--- src/rtl/fetch_pkg.sv ---
// Shared types and sizing helpers for the prefetching fetch stage.
package fetch_pkg;

    localparam int FETCH_XLEN  = 32;
    localparam int INSTR_BYTES = 4;

    // One buffered fetch result; the FIFO word packs pc in the upper half.
    typedef struct packed {
        logic [FETCH_XLEN-1:0] pc;
        logic [FETCH_XLEN-1:0] instr;
    } fetch_entry_t;

    function automatic int fetch_cnt_w(input int depth);
        return $clog2(depth + 1);
    endfunction

    localparam int FETCH_DEF_DEPTH = 4;
    localparam int FETCH_DEF_CNT_W = fetch_cnt_w(FETCH_DEF_DEPTH);

endpackage

--- src/rtl/sync_fifo.sv ---
// Synchronous FIFO with flush; wrap is tracked with an extra pointer MSB.
module sync_fifo #(
    parameter int WIDTH = 8,
    parameter int DEPTH = 4,
    parameter int CW    = $clog2(DEPTH + 1)
) (
    input  logic             clk,
    input  logic             rst_n,
    input  logic             push,
    input  logic             pop,
    input  logic             flush,
    input  logic [WIDTH-1:0] wr_data,
    output logic [WIDTH-1:0] rd_data,
    output logic             full,
    output logic             empty,
    output logic [CW-1:0]    count
);

    localparam int AW = $clog2(DEPTH);

    logic [WIDTH-1:0] mem [DEPTH];
    logic [AW:0]      wr_ptr;
    logic [AW:0]      rd_ptr;
    logic             do_push;
    logic             do_pop;

    assign do_push = push && !full && !flush;
    assign do_pop  = pop && !empty && !flush;

    always_ff @(posedge clk or negedge rst_n) begin
        if (!rst_n) begin
            wr_ptr <= '0;
            rd_ptr <= '0;
        end else if (flush) begin
            wr_ptr <= '0;
            rd_ptr <= '0;
        end else begin
            if (do_push) wr_ptr <= wr_ptr + 1'b1;
            if (do_pop)  rd_ptr <= rd_ptr + 1'b1;
        end
    end

    // Storage needs no reset: it is only observed through a non-empty head.
    always_ff @(posedge clk) begin
        if (do_push) mem[wr_ptr[AW-1:0]] <= wr_data;
    end

    assign empty   = (wr_ptr == rd_ptr);
    assign full    = (wr_ptr[AW] != rd_ptr[AW]) && (wr_ptr[AW-1:0] == rd_ptr[AW-1:0]);
    assign count   = CW'(wr_ptr - rd_ptr);
    assign rd_data = mem[rd_ptr[AW-1:0]];

endmodule

--- src/rtl/fetch_prefetch_unit.sv ---
// Prefetching fetch stage: credit-limited imem requests, stale-response discard on redirect.
// Optional FETCH_PERF_EN adds saturating bubble/discard counters.
module fetch_prefetch_unit
    import fetch_pkg::*;
#(
    parameter int               XLEN     = FETCH_XLEN,
    parameter int               DEPTH    = FETCH_DEF_DEPTH,
    parameter logic [XLEN-1:0]  RESET_PC = '0
) (
    input  logic            clk,
    input  logic            rst_n,
    input  logic            redirect_valid,
    input  logic [XLEN-1:0] redirect_pc,
    output logic            imem_req_valid,
    input  logic            imem_req_ready,
    output logic [XLEN-1:0] imem_req_addr,
    input  logic            imem_rsp_valid,
    input  logic [XLEN-1:0] imem_rsp_data,
    output logic            instr_valid,
    input  logic            instr_ready,
    output logic [XLEN-1:0] instr_data,
    output logic [XLEN-1:0] instr_pc,
    output logic [XLEN-1:0] instr_pc_plus4
`ifdef FETCH_PERF_EN
    ,
    output logic [31:0]     perf_bubble_cnt,
    output logic [31:0]     perf_discard_cnt
`endif
);

    localparam int              CW   = fetch_cnt_w(DEPTH);
    localparam int              EW   = 2 * XLEN;
    localparam logic [XLEN-1:0] STEP = XLEN'(INSTR_BYTES);

    // Handshake rule for both channels: a transfer happens on a clock edge where
    // valid && ready; imem responses have no ready and are always taken.
    logic            running;
    logic [XLEN-1:0] req_pc;
    logic [XLEN-1:0] rsp_pc;
    logic [CW-1:0]   outstanding;
    logic [CW-1:0]   discard_cnt;
    logic [CW-1:0]   fifo_count;
    logic [CW:0]     credit_used;
    logic [XLEN-1:0] target_pc;
    logic            req_fire;
    logic            rsp_drop;
    logic            fifo_push;
    logic            fifo_pop;
    logic            fifo_full;
    logic            fifo_empty;
    logic [EW-1:0]   fifo_head;

    assign target_pc   = {redirect_pc[XLEN-1:2], 2'b00};
    assign credit_used = {1'b0, outstanding} + {1'b0, fifo_count};

    // Held low for the first cycle after reset release so the request path
    // starts from a clean, synchronised state.
    always_ff @(posedge clk or negedge rst_n) begin
        if (!rst_n) running <= 1'b0;
        else        running <= 1'b1;
    end

    assign imem_req_valid = running && !redirect_valid && (credit_used < (CW+1)'(DEPTH));
    assign imem_req_addr  = req_pc;
    assign req_fire       = imem_req_valid && imem_req_ready;

    assign rsp_drop  = imem_rsp_valid && (redirect_valid || (discard_cnt != '0));
    assign fifo_push = imem_rsp_valid && !rsp_drop;
    assign fifo_pop  = !fifo_empty && instr_ready && !redirect_valid;

    always_ff @(posedge clk or negedge rst_n) begin
        if (!rst_n) begin
            req_pc      <= RESET_PC;
            rsp_pc      <= RESET_PC;
            outstanding <= '0;
            discard_cnt <= '0;
        end else begin
            outstanding <= outstanding + CW'(req_fire) - CW'(imem_rsp_valid);
            if (redirect_valid) begin
                req_pc      <= target_pc;
                rsp_pc      <= target_pc;
                // Everything still in flight belongs to the old path.
                discard_cnt <= outstanding - CW'(imem_rsp_valid);
            end else begin
                if (req_fire)  req_pc <= req_pc + STEP;
                if (fifo_push) rsp_pc <= rsp_pc + STEP;
                if (imem_rsp_valid && (discard_cnt != '0)) discard_cnt <= discard_cnt - 1'b1;
            end
        end
    end

    sync_fifo #(
        .WIDTH (EW),
        .DEPTH (DEPTH),
        .CW    (CW)
    ) u_fifo (
        .clk     (clk),
        .rst_n   (rst_n),
        .push    (fifo_push),
        .pop     (fifo_pop),
        .flush   (redirect_valid),
        .wr_data ({rsp_pc, imem_rsp_data}),
        .rd_data (fifo_head),
        .full    (fifo_full),
        .empty   (fifo_empty),
        .count   (fifo_count)
    );

    // Head fields are forced to zero while nothing is buffered.
    assign instr_valid    = !fifo_empty;
    assign instr_pc       = instr_valid ? fifo_head[EW-1:XLEN] : '0;
    assign instr_data     = instr_valid ? fifo_head[XLEN-1:0]  : '0;
    assign instr_pc_plus4 = instr_valid ? (instr_pc + STEP)    : '0;

`ifdef FETCH_PERF_EN
    always_ff @(posedge clk or negedge rst_n) begin
        if (!rst_n) begin
            perf_bubble_cnt  <= '0;
            perf_discard_cnt <= '0;
        end else begin
            if (!instr_valid && !redirect_valid && (perf_bubble_cnt != '1))
                perf_bubble_cnt <= perf_bubble_cnt + 32'd1;
            if (rsp_drop && (perf_discard_cnt != '1))
                perf_discard_cnt <= perf_discard_cnt + 32'd1;
        end
    end
`endif

    logic unused_full;
    assign unused_full = fifo_full;

endmodule

--- config.mk ---
export PLATFORM = sky130hd
export DESIGN_NAME = fetch_prefetch_unit
export DESIGN_NICKNAME = d
export VERILOG_FILES = /design/src/rtl/fetch_pkg.sv /design/src/rtl/sync_fifo.sv /design/src/rtl/fetch_prefetch_unit.sv
export SDC_FILE = /design/constraint.sdc
export NUM_CORES = 1
export LEC_CHECK = 0
export BUFFER_PORTS_ARGS = -buffer_cell sky130_fd_sc_hd__buf_2
export CAP_MARGIN = 25
export CORE_AREA = 8 8 233 235
export CTS_BUF_LIST = sky130_fd_sc_hd__clkbuf_16
export DETAILED_ROUTE_END_ITERATION = 6
export DIE_AREA = 0 0 241 243
export GPL_TIMING_DRIVEN = 0
export PLACE_DENSITY = 0.54
export SYNTH_ARGS = -nofsm -noshare
export SYNTH_HDL_FRONTEND = slang
export SYNTH_SLANG_ARGS = --single-unit
--- constraint.sdc ---
create_clock -name clk -period 5.3 [get_ports clk]
set_input_delay 0.265 -clock clk [delete_from_list [all_inputs] [get_ports clk]]
set_output_delay 0.265 -clock clk [all_outputs]
set_load 0.02 [all_outputs]
; Yosys cells after proc, flatten, opt, wreduce, memory -nomap -nowiden
; Memory sizes are Yosys's and may differ from the RTL's.
; Cells that the tools add are included.
[op_classes]
addsub = 11
order_cmp = 1
eq_ne = 3
mux = 15
reduce_logical = 24
[op_table]
columns = op, n
row1 = $mux W32, 7
row2 = $add A32 B3 Y32 const B, 3
row3 = $mux W3, 6
row4 = $logic_and A1 B1 Y1, 13
row5 = $reduce_bool A2 Y1, 5
row6 = $add A3 B1 Y3 const B, 2
row7 = $sub A3 B1 Y3, 2
row8 = $add A3 B3 Y4, 1
row9 = $logic_not A1 Y1, 4
row10 = $lt A4 B3 Y1 const B, 1
row11 = $add A3 B1 Y3, 1
row12 = $eq A3 B3 Y1, 1
row13 = $reduce_bool A3 Y1, 1
row14 = $sub A3 B1 Y3 const B, 1
row15 = $sub A3 B3 Y3, 1
row16 = $eq A2 B2 Y1, 1
row17 = $mux W1, 2
row18 = $logic_or A1 B1 Y1, 1
row19 = $ne A1 B1 Y1, 1
[totals]
ff_bits = 77
ramBits = 256
inputBits = 70
mem_count = 1
[memory_table]
columns = memory, depth, word_bits, read_ports, rd_ports_with_merged_regs, write_ports, line_no
row1 = u_fifo.mem, 4, 64, 1, 0, 1, sync_fifo.sv:21  ; logic [WIDTH-1:0] mem [DEPTH];

; Longest topological paths before layout
; Gate-level depths: netlist of the first run.
[logic_depth]
word_depth = 9
ltp_mapped = 20
ltp_nobuf = 16

; Cells and area by module
; A second synthesis of the first run with hierarchy kept.
[hier_totals]
cells_unflattened = 998
hier_area_um2 = 14777.9
[by_module_without_submodules]
columns = module, instances, cells_per_inst, area_per_inst_um2
row1 = sync_fifo, 1, 400, 9848.2
row2 = fetch_prefetch_unit, 1, 598, 4929.7

; Least setup slack after synthesis of the first run
; OpenSTA, ideal clock, no wires.
[synth_path]
path_type = reg-to-output
startpoint = register u_fifo.rd_ptr[1]
endpoint = output instr_pc_plus4[26]
t_arrival_ns = 4.194
required_time_ns = 5.035
path_slack_ns = 0.841
path_stages_with_launch = 19
path_buffers = 6
cell_sequence = dfrtp_1 buf_4 buf_4 buf_4 clkbuf_1 inv_1 ha_1 nand2_1 nor2_1 inv_1 clkbuf_1 clkbuf_1 and2_1 ha_1 nand2_1 o22ai_2 nand3_2 nor4_1 mux2_2
[synth_between]
elab_chain_cells = 4
word_cells_on_any_way = 5
[synth_rtl]
columns = element, line_no
row1 = start: declaration, sync_fifo.sv:23  ; logic [AW:0] rd_ptr;
row2 = start signal: assignment, sync_fifo.sv:39  ; if (do_pop) rd_ptr <= rd_ptr + 1'b1;
row3 = $mem_v2 Z4 W64 / $eq A3 B3 Y1 (equally long branches), -
row4 = $mux W32 *, fetch_prefetch_unit.sv:111  ; assign instr_pc = instr_valid ? fifo_head[EW-1:XLEN] : '0;
row5 = named net instr_pc[3], fetch_prefetch_unit.sv:22  ; output logic [XLEN-1:0] instr_pc,
row6 = $add A32 B3 Y32 *, fetch_prefetch_unit.sv:113  ; assign instr_pc_plus4 = instr_valid ? (instr_pc + STEP) : '0;
row7 = $mux W32 *, fetch_prefetch_unit.sv:113
row8 = end: declaration, fetch_prefetch_unit.sv:23  ; output logic [XLEN-1:0] instr_pc_plus4
; The timed path passes the listed nets; every way through them passes the cells marked *.

; Worst setup path after layout of the first run
[layout_path]
startpoint = register u_fifo.rd_ptr[1]
endpoint = output instr_pc_plus4[28]
[layout_between]
elab_chain_cells = 4
word_cells_on_any_way = 5
[layout_rtl]
columns = element, line_no
row1 = $mem_v2 Z4 W64 / $eq A3 B3 Y1 (equally long branches), -
row2 = $mux W32, fetch_prefetch_unit.sv:111
row3 = $add A32 B3 Y32, fetch_prefetch_unit.sv:113
row4 = $mux W32 *, fetch_prefetch_unit.sv:113
; Every way passes the cells marked *; elsewhere a longest branch is shown, timed or not.

==> results of run 1 <==
power by group through the flow:
stage | combinational (mW) | sequential, mW | clock (mW)
2_1_floorplan | 1.38 | 3.05 | 0
3_3_place_gp | 2.21 | 3.06 | 0
3_5_place_dp | 2.23 | 3.06 | 0
4_1_cts | 2.28 | 3.01 | 2.32
5_1_grt | 2.42 | 3.03 | 2.41
6_report | 2.22 | 3.01 | 2.26
worst paths after layout:
path | to | slack [ns] | depth (start not counted)
min in group asynchronous | imem_req_addr[25] | 0.22 | 2
max | instr_pc_plus4[28] | 0.28 | 16
min | rsp_pc[23] | 0.02 | 2
max in group asynchronous | imem_req_addr[7] | 4.48 | 3
min reg2reg | outstanding[2] | 0.52 | 1
max reg2reg | outstanding[2] | 0.68 | 19
repair_timing:
| item | 4_1_cts | 5_1_grt |
|---|---|---|
| endpoints found under the hold margin | 164 | 0 |
| hold buffers | 40 | 0 |
| setup buffers | 1 | 0 |
| cloned | 1 | 0 |
| setup endpoints to repair | 71 | 11 |
| gates resized for setup | 4 | 3 |
sequential cells by signal, indices dropped and copies added (netlist names):
signal / count
u_fifo.mem: 248
imem_req_addr: 30
rsp_pc: 30
discard_cnt: 3
outstanding: 3
u_fifo.rd_ptr: 3
u_fifo.wr_ptr: 3
running: 1
layout make-up:
type / count / area share (%)
sequential: 321 / 51.5
timing repair buffer: 237 / 8.36
clock buffer: 36 / 5.01
tap: 680 / 4.73
inverter: 29 / 0.626
buffer: 44 / 1.38
multi-input combinational: 570 / 27.4
clock inverter: 26 / 0.890
timing repair inverter: 1 / 0.0278
Yosys cell counts, types with 5 or more instances:
master	instances
and4_1	5
nand2_1	50
and2_1	68
dfrtp_1	73
clkbuf_1	26
o21ai_0	25
ha_1	18
inv_1	27
mux2_2	36
xor2_1	25
nand4_1	21
a31oi_1	10
mux4_2	53
buf_4	10
or3_1	16
nor2_1	43
mux4_1	9
a21oi_1	21
nor4_1	19
o211ai_1	5
nand3_1	33
buf_2	7
xnor2_1	33
and3_1	10
edfxtp_1	248
nor3_1	15
metal layers:
| layer | GRT usage (%) | wire length [um] | up-vias |
|---|---|---|---|
| li1 | - | - | 4238 |
| met1 | 18.3 | 18100 | 4581 |
| met2 | 21.2 | 18500 | 264 |
| met3 | 2.64 | 2400 | 39 |
| met4 | 2.78 | 588 | 0 |
| met5 | 0 | 0 | - |
cell families after synthesis:
family          Yosys count  synth area share (%)
compound gates           80                  3.45
xor+xnor                 59                  3.61
fa+ha+maj                20                  1.83
buf+inv                  76                  2.49
flops                   321                  63.9
mux                     104                  13.1
other cells               2                0.0517
simple gates            300                  11.6
through the flow:
step                total power [mW]  hold WS (ns)  area (um^2)  std cells  setup TNS (ns)
floorplan                       4.43       -0.0306        14500        967               0
global placement                5.27         0.479        16300       1838         -320.88
detailed placement              5.29         0.235        16500       1843          -16.05
CTS                             7.61      0.000388        18000       1944               0
global route                    7.86       0.00723        18000       1944               0
finish                          7.48        0.0227        18000       1944               0
critical path, stage by stage (launching register included):
cell	delay, ns
dfrtp_1	0.43
buf_4	0.23
buf_4	0.26
buf_8	0.25
inv_1	0.17
ha_1	0.35
nand2_2	0.23
nor2_1	0.20
clkinvlp_4	0.21
and2_1	0.16
ha_1	0.24
nand2_1	0.09
o22ai_2	0.24
nand3_4	0.25
nor4_2	0.35
mux2_2	0.38
buf_2	0.16
==> impl_metrics.toml, run 1 <==
[run_status]
status = "finished, final reports clean"

[timing]
setup_slack_ns = 0.283
hold_viol_final = 0
rsz0062_at_grt = "no"
tightest_slew_ns = 0.871
slew_viol_final = 0
fmax_mhz = 199
period_needed_ns = 5.02
maxSlewHeadroom_pct = 41.6
post-route-period-util_pct = 94.7
fin_worst_skew_ns = 0.0195
setup_violations = 0

[cts]
tritoncts = "done"
cts.sinks = 321
clkTransAtPathRegs_ns = 0.06
htree_num_levels = 2
cts_buffers = 35
clk_latency_ns = 0.53
ctsLongestPathBuffers = 3
ctsRootBufferMaster = "clkbuf_16"

[synth]
ys.flop_type = "edfxtp_1"
syn-cell-area_um2 = 14500
yosysWarnings = 0
yosysTopAreaCellShare_pct = 51.3
ys_top_cells_by_area = "edfxtp_1 51%, dfrtp_1 13%, mux4_2 8.2%"
synth_edf_count = 248
ys_seq_area_share_pct = 63.9
netlist_instances = 962
async_reset_ff_share_pct = 22.7
ys_ff_latch = 321
synth_top_cell_by_area = "edfxtp_1"
synth_cell_types = 57
synth.avg_cell_area_um2 = 15.1

[min_path]
hold_start = "redirect_pc[23]"
holdCritPathClass = "primary input to flop"

[routing]
wl_per_cell_um = 20.4
drt_first_pass_iters = 5
routed_wl_mm = 39.6
dr.first_iter.drc_count = 593
ant_nets = 0
post-route-drc-count = 0
vias = 9122
via_per_inst = 4.69

[cells_and_area]
fin_nets = 1329
nFillCells = 4980
regArea_um2 = 9270
drive_gt1_share_pct = 29.8
final_cell_mix = "248 x edfxtp_1, 197 x buf_2, 73 x dfrtp_1"
area_growth_pct = 23.9
multi_input_area_um2 = 4940
fin_util_pct = 35.5
final_common_cell = "edfxtp_1"
n_antenna_cell = 0

[critical_path]
regToRegStartpoint = "u_fifo.rd_ptr[1]"
cp.arrival_ns = 4.75
required_ns = 5.04
critPathLaunch = "u_fifo.rd_ptr[1]"
critPathLaunchType = "flop"
criticalPathCategory = "flop to output pin"
worst_setup_path_end_kind = "output pin"
worstPathMaxFanout = 19

[placed_design]
place_hpwl_mm = 28.5
gp_congestion = 0.789
place_ws_ns = -1.46
portBuffers = 191

[grt]
track_usage_pct = 13.2
antenna_found_initial = 1
grt_pass1_vias = 9427
grt_max_degree = 56
grt-ovfl-total = 0
grt_pass1_wl_mm = 59.3

[pwr]
p_leak_nw = 6.57
seq_power_share_pct = 40.2
switchingPower_mw = 2.51
power_frac_comb_pct = 29.6
powerDensity_nw_per_um2 = 416
p_sw_share_pct = 33.5
clkPwrFrac_pct = 30.2
vdd_drop_max_mv = 0.214
power.internal_mw = 4.97

[floorplanning]
die_area_um2 = 58600
ios = 200
num_rows = 83
core_area_um2 = 50700
start_util_pct = 28.7
die_w_um = 241
die_height_um = 243

[job]
drv_cap = 0
Power figures use the tool's default switching activity.
==> run 2: changes to the inputs <==
--- a/config.mk
+++ b/config.mk
@@ -7,10 +7,10 @@
 export LEC_CHECK = 0
 export BUFFER_PORTS_ARGS = -buffer_cell sky130_fd_sc_hd__buf_2
 export CAP_MARGIN = 25
-export CORE_AREA = 8 8 233 235
+export CORE_AREA = 2 2 227 229
 export CTS_BUF_LIST = sky130_fd_sc_hd__clkbuf_16
 export DETAILED_ROUTE_END_ITERATION = 6
-export DIE_AREA = 0 0 241 243
+export DIE_AREA = 0 0 229 231
 export GPL_TIMING_DRIVEN = 0
 export PLACE_DENSITY = 0.54
 export SYNTH_ARGS = -nofsm -noshare
==> run 2 against run 1 <==
Against the previous run: count of clock-buffer cells in the layout is the same; hold slack lost 0.0035 ns; wire length shrank 1.6%; global-route usage grew 1.3 points; first-iteration DRC count shrank 13%; design area grew 0.67%; via count grew 0.87%; core utilization grew 0.24 points; critical path type unchanged; largest cell class unchanged; largest power group unchanged.
==> impl_metrics.toml, run 2 (synthesized netlist as in run 1, its figures left out) <==
[placed_design]
place_hpwl_mm = 27.3
portBuffers = 191
gp_congestion = 0.805
place_ws_ns = -1.47

[timing]
setup_slack_ns = 0.300
maxSlewHeadroom_pct = 34.5
tightest_slew_ns = 0.975
rsz0062_at_grt = "no"
hold_viol_final = 0
whs_ns = 0.0192
setup_violations = 0
post-route-period-util_pct = 94.3
fmax_mhz = 200
period_needed_ns = 5.00
fin_worst_skew_ns = 0.0277
tns_ns = 0
slew_viol_final = 0

[min_path]
hold_path_depth = 3
holdCritPathClass = "primary input to flop"

[critical_path]
cp_num_buf_inv = 6
worstPathMaxFanout = 19
critPathLaunchType = "flop"
critPathSlowestCell = "dfrtp_1"
critical_path_cell_count = 16
required_ns = 5.04
cp.arrival_ns = 4.73
cp_top_family = "simple AND/OR/NAND/NOR gates"
rr_worst_depth = 19
cp_cell_sequence = "buf_4, buf_4, buf_6, inv_1, ha_1, nand2_2, nor2_2, clkinvlp_4, and2_1, ha_1, nand2_1, o22ai_2, nand3_4, nor4_1, mux2_2, buf_2"
crit_path_max_incr_delay_ns = 0.41
criticalPathCategory = "flop to output pin"
worst_setup_path_end_kind = "output pin"

[floorplanning]
num_rows = 83
die_height_um = 231
die_area_um2 = 52900
ios = 200
core_area_um2 = 50700
die_w_um = 229
start_util_pct = 28.7

[grt]
grt_pass1_vias = 9239
grt-ovfl-total = 0
track_usage_pct = 14.5
antenna_found_initial = 0
grt_pass1_wl_mm = 58.3
grt_max_degree = 59

[routing]
vias = 9201
via_per_inst = 4.73
routed_wl_mm = 39.0
ant_nets = 0
post-route-drc-count = 0
dr.first_iter.drc_count = 514
wl_per_cell_um = 20.0
drt_first_pass_iters = 5

[cts]
tritoncts = "done"
ctsRootBufferMaster = "clkbuf_16"
ctsLongestPathBuffers = 3
cts.sinks = 321
clk_latency_ns = 0.53
clkTransAtPathRegs_ns = 0.06
htree_num_levels = 2
cts_buffers = 35

[cells_and_area]
drive_gt1_share_pct = 30.0
fin_nets = 1332
final_cell_mix = "248 x edfxtp_1, 197 x buf_2, 73 x dfrtp_1"
n_antenna_cell = 0
area_growth_pct = 24.7
largest_reg_flops = 248
final_common_cell = "edfxtp_1"

[run_status]
status = "finished, final reports clean"

[pwr]
vdd_drop_max_mv = 0.199
p_leak_nw = 6.61
powerDensity_nw_per_um2 = 425

[job]
drv_cap = 0
-- run 2: cell count changes in the layout (fill, tap and decap cells not counted), moves of 2 or more --
cell and delta:
dlygate4sd3_1 +3, bufinv_16 +4, nor4_2 -2, inv_1 -5, nor4_1 +2
-- run 2: what timing repair did --
action / CTS / global route
cloned: 1 / 0
endpoints found under the setup margin: 72 / 4
setup buffers: 1 / 0
pin swaps: 0 / 0
endpoints found under the hold margin: 213 / 1
gates resized for setup: 4 / 1
hold buffers: 42 / 1
-- run 2: cell type report --
type                       count  area (um^2)
sequential                   321         9270
clock inverter                26          265
inverter                      29          113
multi-input combinational    570         4930
timing repair buffer         240         1530
clock buffer                  36          901
tap                          680          851
fill                        4972        32600
timing repair inverter         1         5.00
buffer                        44          245
-- run 2: per-layer routing --
metal / GRT usage, % / wire length, um
met1: 20.7 / 18400
met2: 23.0 / 17900
met3: 2.64 / 2060
met4: 3.25 / 632
met5: 0 / 0
-- run 2: path summary, 6_finish.rpt --
kind,from,to,slack (ns)
max,u_fifo.rd_ptr[1],instr_pc_plus4[26],0.30
min,redirect_pc[2],rsp_pc[2],0.02
max reg2reg,u_fifo.rd_ptr[1],outstanding[2],0.68
min reg2reg,outstanding[2],outstanding[2],0.54
max in group asynchronous,rst_n,rsp_pc[16],4.55
min in group asynchronous,rst_n,rsp_pc[22],0.16
-- run 2: worst min-delay path, cell delays in order --
cell and delay (ns):
buf_2 0.08, nand2_1 0.09, o21ai_0 0.08
-- run 2: power by group --
group,internal (mW),leakage (nW),switching [mW],total (mW)
Clock,1.48,0.584,1.01,2.50
Combinational,0.822,2.93,1.37,2.20
Sequential,2.87,3.10,0.145,3.01
-- run 2: per-stage QoR --
step	total power, mW	instances	cell area [um^2]	utilization (%)
finish	7.71	1947	18100	35.7
global route	8.09	1947	18100	35.7
CTS	7.82	1946	18100	35.7
detailed placement	5.25	1843	16500	32.6
global placement	5.23	1838	16300	32.3
floorplan	4.43	967	14500	-
==> run 3: changes to the inputs <==
--- a/config.mk
+++ b/config.mk
@@ -7,10 +7,10 @@
 export LEC_CHECK = 0
 export BUFFER_PORTS_ARGS = -buffer_cell sky130_fd_sc_hd__buf_2
 export CAP_MARGIN = 25
-export CORE_AREA = 2 2 227 229
+export CORE_AREA = 2 2 320 164
 export CTS_BUF_LIST = sky130_fd_sc_hd__clkbuf_16
 export DETAILED_ROUTE_END_ITERATION = 6
-export DIE_AREA = 0 0 229 231
+export DIE_AREA = 0 0 322 166
 export GPL_TIMING_DRIVEN = 0
 export PLACE_DENSITY = 0.54
 export SYNTH_ARGS = -nofsm -noshare
==> run 3 against run 2 <==
Against the previous run: count of clock-buffer cells in the layout decreased by 1; critical path depth unchanged; core utilization rose by 0.13 points; wire length rose by 5.6%; via count up 2.2%; power up 0.42%; largest power group unchanged; first-iteration DRC count is 43% higher; global-route usage rose by 0.71 points; fmax grew 1.6%; critical path type unchanged; largest cell class unchanged; non-clock buffer count grew 16; setup slack better by 0.079 ns.
==> impl_metrics.toml, run 3 (synthesized netlist as in run 1, its figures left out) <==
[critical_path]
regToRegStartpoint = "u_fifo.rd_ptr[1]"
r2r_end = "outstanding[2]"
worst_setup_path_end_kind = "output pin"
worst-r2r-setup-slack_ns = 0.89
criticalPathCategory = "flop to output pin"
worstPathMaxFanout = 19
required_ns = 5.04
critPathLaunchType = "flop"
cp.arrival_ns = 4.66
rr_worst_depth = 18

[routing]
ant_nets = 0
met1_length_mm = 19.9
routed_wl_mm = 41.2
wl_per_cell_um = 21.1
vias = 9407
drt_first_pass_iters = 6
post-route-drc-count = 0
dr.first_iter.drc_count = 736
wl_met2_mm = 18.2
wl_met3_mm = 2.58
via_per_inst = 4.82
top_layer_used = "met4"

[timing]
maxSlewHeadroom_pct = 36.8
whs_ns = 0.0415
tightest_slew_ns = 0.942
fmax_mhz = 203
hold_viol_final = 0
fin_worst_skew_ns = 0.0213
post-route-period-util_pct = 92.8
rsz0062_at_grt = "no"
slew_viol_final = 0
period_needed_ns = 4.92
setup_violations = 0

[placed_design]
place_hpwl_mm = 29.7
dp.cells = 1834
portBuffers = 191
place_area_um2 = 16500
gp_congestion = 0.837

[floorplanning]
ios = 200
num_rows = 59
die_w_um = 322
core_area_um2 = 50900
die_height_um = 166
die_area_um2 = 53500
start_util_pct = 28.5

[cts]
ctsLongestPathBuffers = 3
cts.sinks = 321
ctsRootBufferMaster = "clkbuf_16"
tritoncts = "done"
cts_buffers = 34
clk_latency_ns = 0.53
clkTransAtPathRegs_ns = 0.07
htree_num_levels = 2

[grt]
grt_max_degree = 65
grt_pass1_vias = 9332
grt_pass1_wl_mm = 60.7
track_usage_pct = 15.2
antenna_found_initial = 2
grt-ovfl-total = 0

[cells_and_area]
multi_input_area_um2 = 4960
area_growth_pct = 25.8
regArea_um2 = 9270
fin_cells = 1950
nFillCells = 4922
largest_reg_flops = 248
fin_util_pct = 35.9
finalInstanceArea_um2 = 18300
final_cell_mix = "248 x edfxtp_1, 197 x buf_2, 73 x dfrtp_1"
drive_gt1_share_pct = 29.7
fin_nets = 1347
final_common_cell = "edfxtp_1"

[pwr]
p_leak_nw = 6.67
vdd_drop_max_mv = 0.156
powerDensity_nw_per_um2 = 423

[job]
drv_cap = 0

[min_path]
hold_start = "redirect_pc[29]"
hold_path_depth = 3
holdCritPathClass = "primary input to flop"
min_to = "rsp_pc[29]"

[run_status]
status = "finished, final reports clean"
## run 3: report_power, final
| group | total (mW) | switching, mW | internal, mW | leakage, nW |
|---|---|---|---|---|
| Sequential | 3.01 | 0.139 | 2.87 | 3.10 |
| Combinational | 2.24 | 1.41 | 0.831 | 3.01 |
| Clock | 2.49 | 1.00 | 1.49 | 0.563 |
| Total | 7.74 | 2.55 | 5.19 | 6.67 |
## run 3: worst max path at each step
| stage | startpoint | slack (ns) | endpoint | cells after the start |
|---|---|---|---|---|
| final | u_fifo.rd_ptr[1] | 0.38 | instr_pc_plus4[26] | 16 |
| after global routing | u_fifo.rd_ptr[1] | 0.04 | instr_pc_plus4[12] | 16 |
| after CTS | u_fifo.rd_ptr[1] | 0.009 | instr_pc_plus4[26] | 17 |
| after detailed placement | u_fifo.rd_ptr[1] | -1.60 | instr_pc_plus4[28] | 19 |
| after global placement | u_fifo.rd_ptr[1] | -1.60 | instr_pc_plus4[28] | 19 |
| after floorplan | u_fifo.rd_ptr[1] | 0.84 | instr_pc_plus4[26] | 18 |
## run 3: final cells by class
type,instances,share of cell area (%)
Buffer,44,1.46
Tap cell,671,4.59
Sequential cell,321,50.7
Antenna cell,1,0.0137
Multi-Input combinational cell,571,27.1
Clock buffer,35,4.79
Clock inverter,22,1.39
Timing Repair Buffer,256,9.27
Inverter,29,0.596
## run 3: critical path: stages (launching register included)
cell and delay [ns]:
dfrtp_1 0.45, buf_12 0.21, buf_12 0.21, inv_1 0.12, ha_1 0.33, nand2_2 0.21, nor2_1 0.16, inv_2 0.16
buf_4 0.29, and2_1 0.21, ha_1 0.24, nand2_1 0.12, o22ai_4 0.27, nand3_4 0.23, nor4_2 0.34, mux2_2 0.37
buf_2 0.16
## run 3: through the flow
step	worst slack (ns)	total power, mW	setup TNS, ns
after detailed placement	-1.60	5.30	-18.97
after floorplan	0.841	4.43	0
after CTS	0.00872	7.86	0
after global placement	-1.60	5.27	-344.45
final	0.379	7.74	0
after global routing	0.0365	8.12	0
## run 3: what timing repair did
item	CTS	global route
setup endpoints to repair	75	12
hold endpoints to repair	245	0
hold buffers	59	0
buffers inserted	1	0
pin swaps	1	2
gates resized for setup	12	6
cloned	0	1
## run 3: metal layers
layer | global-route usage [%] | vias up
met5 | 0 | -
met4 | 2.80 | 0
met3 | 3.24 | 36
met2 | 22.6 | 274
met1 | 22.9 | 4821
li1 | - | 4276
